==> src/rtl/sram_port_arbiter.sv <==
// Round-robin arbiter/sequencer sharing one single-port SRAM macro between two requesters.
// One access in flight at a time; each accepted access returns exactly one response.
module sram_port_arbiter #(
   parameter int unsigned ADDR_W = 14,
   parameter int unsigned DATA_W = 32
) (
   input  logic                CLK,
   input  logic                RST,
   input  logic                req0_valid,
   output logic                req0_ready,
   input  logic                req0_we,
   input  logic [ADDR_W-1:0]   req0_addr,
   input  logic [DATA_W-1:0]   req0_wdata,
   input  logic [DATA_W/8-1:0] req0_wstrb,
   output logic                rsp0_valid,
   input  logic                rsp0_ready,
   output logic [DATA_W-1:0]   rsp0_rdata,
   input  logic                req1_valid,
   output logic                req1_ready,
   input  logic                req1_we,
   input  logic [ADDR_W-1:0]   req1_addr,
   input  logic [DATA_W-1:0]   req1_wdata,
   input  logic [DATA_W/8-1:0] req1_wstrb,
   output logic                rsp1_valid,
   input  logic                rsp1_ready,
   output logic [DATA_W-1:0]   rsp1_rdata,
   output logic [1:0]          grant,
   output logic                CEB,
   output logic                WEB,
   output logic [ADDR_W-1:0]   A,
   output logic [DATA_W-1:0]   D,
   output logic [DATA_W-1:0]   BWEB,
   input  logic [DATA_W-1:0]   Q
);

   localparam int unsigned STRB_W = DATA_W / 8;

   typedef enum logic {StIdle, StResp} state_e;

   state_e state_q, state_d;
   logic   owner_q, owner_d;       // 1 = requester 1 owns the access
   logic   read_q, read_d;
   logic   last_grant_q, last_grant_d;

   logic                win1;
   logic                win_we;
   logic [ADDR_W-1:0]   win_addr;
   logic [DATA_W-1:0]   win_wdata;
   logic [STRB_W-1:0]   win_wstrb;

   // Arbitration looks only at valids; on a tie the requester not served last wins.
   always_comb begin
      win1      = req1_valid & (~req0_valid | ~last_grant_q);
      win_we    = win1 ? req1_we    : req0_we;
      win_addr  = win1 ? req1_addr  : req0_addr;
      win_wdata = win1 ? req1_wdata : req0_wdata;
      win_wstrb = win1 ? req1_wstrb : req0_wstrb;
   end

   always_comb begin
      state_d      = state_q;
      owner_d      = owner_q;
      read_d       = read_q;
      last_grant_d = last_grant_q;
      req0_ready   = 1'b0;
      req1_ready   = 1'b0;
      rsp0_valid   = 1'b0;
      rsp1_valid   = 1'b0;
      rsp0_rdata   = '0;
      rsp1_rdata   = '0;
      grant        = 2'b00;
      CEB          = 1'b1;
      WEB          = 1'b1;
      A            = '0;
      D            = '0;
      BWEB         = '1;
      // Outputs are gated by RST so an asserted reset takes effect without a clock edge.
      if (!RST) begin
         unique case (state_q)
            StIdle: begin
               if (req0_valid || req1_valid) begin
                  req0_ready   = ~win1;
                  req1_ready   = win1;
                  grant        = win1 ? 2'b10 : 2'b01;
                  CEB          = 1'b0;
                  WEB          = ~win_we;
                  A            = win_addr;
                  if (win_we) begin
                     D = win_wdata;
                     for (int k = 0; k < STRB_W; k++) begin
                        BWEB[8*k +: 8] = {8{~win_wstrb[k]}};
                     end
                  end
                  state_d      = StResp;
                  owner_d      = win1;
                  read_d       = ~win_we;
                  last_grant_d = win1;
               end
            end
            StResp: begin
               grant = owner_q ? 2'b10 : 2'b01;
               if (owner_q) begin
                  rsp1_valid = 1'b1;
                  rsp1_rdata = read_q ? Q : '0;
                  if (rsp1_ready) state_d = StIdle;
               end else begin
                  rsp0_valid = 1'b1;
                  rsp0_rdata = read_q ? Q : '0;
                  if (rsp0_ready) state_d = StIdle;
               end
            end
         endcase
      end
   end

   always_ff @(posedge CLK or posedge RST) begin
      if (RST) begin
         state_q      <= StIdle;
         owner_q      <= 1'b0;
         read_q       <= 1'b0;
         last_grant_q <= 1'b1;
      end else begin
         state_q      <= state_d;
         owner_q      <= owner_d;
         read_q       <= read_d;
         last_grant_q <= last_grant_d;
      end
   end

endmodule
==> config.mk <==
export PLATFORM = sky130hd
export DESIGN_NAME = sram_port_arbiter
export DESIGN_NICKNAME = d
export VERILOG_FILES = /design/src/rtl/sram_port_arbiter.sv
export SDC_FILE = /design/constraint.sdc
export NUM_CORES = 1
export LEC_CHECK = 0
export ABC_AREA = 1
export CAP_MARGIN = 20
export CORE_AREA = 5 5 110 112
export CTS_CLUSTER_SIZE = 14
export DETAILED_ROUTE_END_ITERATION = 6
export DIE_AREA = 0 0 115 117
export HOLD_SLACK_MARGIN = 0.05
export SKIP_CTS_REPAIR_TIMING = 1
export SYNTH_ARGS = -nofsm -noshare
export SYNTH_HDL_FRONTEND = slang
export SYNTH_SLANG_ARGS = --single-unit
==> constraint.sdc <==
create_clock -name CLK -period 2.5 [get_ports CLK]
set_input_delay 0.625 -clock CLK [delete_from_list [all_inputs] [get_ports CLK]]
set_output_delay 0.625 -clock CLK [all_outputs]
set_load 0.005 [all_outputs]
==> metrics.txt <==
Leak=4.401 nW; crit path max fanout=7; crit path capture type=primary output; Worst path depth=7; Rows=39; 1st-iter DRT viols=141; number of global-route vias before repair=3151; Setup crit start=RST; crit path cell chain=dlymetal6s2s_1, inv_2, buf_6, nand3_4, buf_6, nor2_1, clkdlybuf4s50_1; Slew @ Worst Pin=about 0.33 ns; Post-DP Area=just under 5000 um^2; register bit total from synthesis=4; largest net degree at the start of global routing=37; I/O pin cnt=290; Die Footprint=13460 um^2; total congestion overflow=0; DRC=0; Worst slew margin=0.7831; Worst Path Buf+Inv=5; Die X=around 120 um; Util after Layout=0.5139; GP Congestion=0.8650; Hold Fails Final Rpt=0; Final setup viols=0; status=complete, no violations; Longest Clk Path Bufs=2; IO buf count=289; layout cell share with drive strength beyond 1=0.1092; Area Overhead vs Synth=200.1%; worst r2r src=state_q; initial core utilization=0.1713; fin area=5718 um^2; Worst Hold Class=primary input to asynchronous set/reset pin; Synth Net Count=around 550; post-route setup TNS=0 ns; Fmax=407.0 MHz; nets=about 840; post-synthesis cell count=413; initial antenna violation count=0; crit start category=primary input; worst endpoint data arrival time=1.83 ns; DR vias=about 3500; most frequent cell after synthesis=nand2_1; CTS tree=yes; Post-Synthesis Cell Area=1906 um^2; final worst path period share=0.9827; CP required=1.88 ns; Post-Route WL=roughly 13000 um; total power=~2.3 mW; max incr delay on CP=0.51 ns; Global Route Usage Sum=0.1517; minimum clock period=approximately 2.5 ns; CTS Root Cell=clkbuf_16; Routed Antenna Nets=0; Netlist cell types=17; area fraction of the dominant cell type after synthesis=0.2817; ANT cells=0; Post-synth EDFFs=0; fin. max-slew vios=0; first-pass GRT wire length=16470 um; DRT Pass-1 Iters=4; CP delay by family, top=buffers and inverters; routed length per instance=15.03 um; Reg2Reg Depth=9; CP max-delay cell=clkdlybuf4s50_1; clock sink count=4; clock latency on the worst-skew pair=0.22 ns; Die H=117 um; syn avg cell area=4.614 um^2; CTS buffer count=3; type of the worst setup path=primary input to primary output; H-tree depth=1; Synth top cells by count=143 x nand2_1, 98 x nor2_1, 59 x nand3_1; post-DR vias/cell=between 4 and 5; cell repeated most along the worst path=buf_6; Async SR Flop Fraction=1.000; sequential fraction of the synthesis area=0.05318; Post-DP HPWL=9679 um; cell type with the largest total area after synthesis=nand2_1; CTS clock-pin slew for the worst setup and hold paths=0.03 ns; Core ar.=11130 um^2; YS warnings=0; max-cap violations=0; worst vdd ir=0.3026 mV; Top FF cell, synth=dfrtp_1; PwrDens=400.5 nW/um^2; final hold slack=0.4299 ns; Setup Skew=0.002352 ns; leading post-synthesis cells by cell area=nand2_1 28%, nor2_1 19%, nand3_1 15%
path summary, 6_finish.rpt:
path | endpoint | slack, ns
setup / recovery | rsp1_rdata[17] | 0.04
hold / removal | state_q | 0.43
setup reg to reg | owner_q | 0.97
hold reg to reg | read_q | 0.48
max in group asynchronous | last_grant_q | 1.87
min in group CLK | read_q | 0.48
power by group:
group	total, mW	switching (mW)	internal (mW)
Clock	0.257	0.0464	0.211
Sequential	0.141	0.0383	0.103
Combinational	1.89	0.884	1.01
worst register-to-register path: cells and delay by family (launching register included):
family,cells,cell delay [ns]
compound gates,1,0.07
flops,1,0.41
simple gates,2,0.22
buf+inv,6,0.75
stage by stage:
stage,cells,setup slack [ns]
after global placement,813,-0.6817
final,839,0.04322
after global routing,839,-0.02397
after CTS,817,-0.6888
after detailed placement,813,-0.6883
after floorplan,413,0.2693
metal layers:
layer	vias to the layer above	share of wire	routed length [um]	global-route usage
li1	1778	-	-	-
met1	1567	0.36	4572	0.1609
met4	0	0.016	197	0.03443
met5	-	0	0	0
met2	177	0.52	6511	0.2921
met3	14	0.11	1324	0.04730
sequential cells by signal, indices dropped and copies added, names as in the netlist:
signal	count
last_grant_q	1
owner_q	1
read_q	1
state_q	1
cells in the final DEF (no fill, tap or decap), types with 2 or more instances in the layout:
cell type and count:
dlymetal6s2s_1 147, nand2_1 140, clkdlybuf4s50_1 138, nor2_1 94, nand3_1 54, inv_1 40, buf_4 28, buf_12 9
clkbuf_16 7, nand3_4 6, buf_6 5, nor2_4 3, inv_2 3, nor2_2 3, dfrtp_1 3, nand2_2 2
nand2_4 2, o21ai_0 2, clkbuf_2 2
final cells by class:
cell class / instances / area [um^2]
Timing Repair Buffer: 336 / 3805
Clock buffer: 4 / 78.83
Fill cell: 1115 / 5408
Tap cell: 143 / 178.9
Inverter: 43 / 161.4
Sequential cell: 4 / 101.3
Multi-Input combinational cell: 309 / 1393
cell families after synthesis:
group                  share of synthesized area
flip-flops                               0.05319
AND/OR/NAND/NOR                           0.6599
buffers and inverters                     0.2791
AO/OA/AOI/OAI                           0.007877
(Power assumes the default switching activity.)
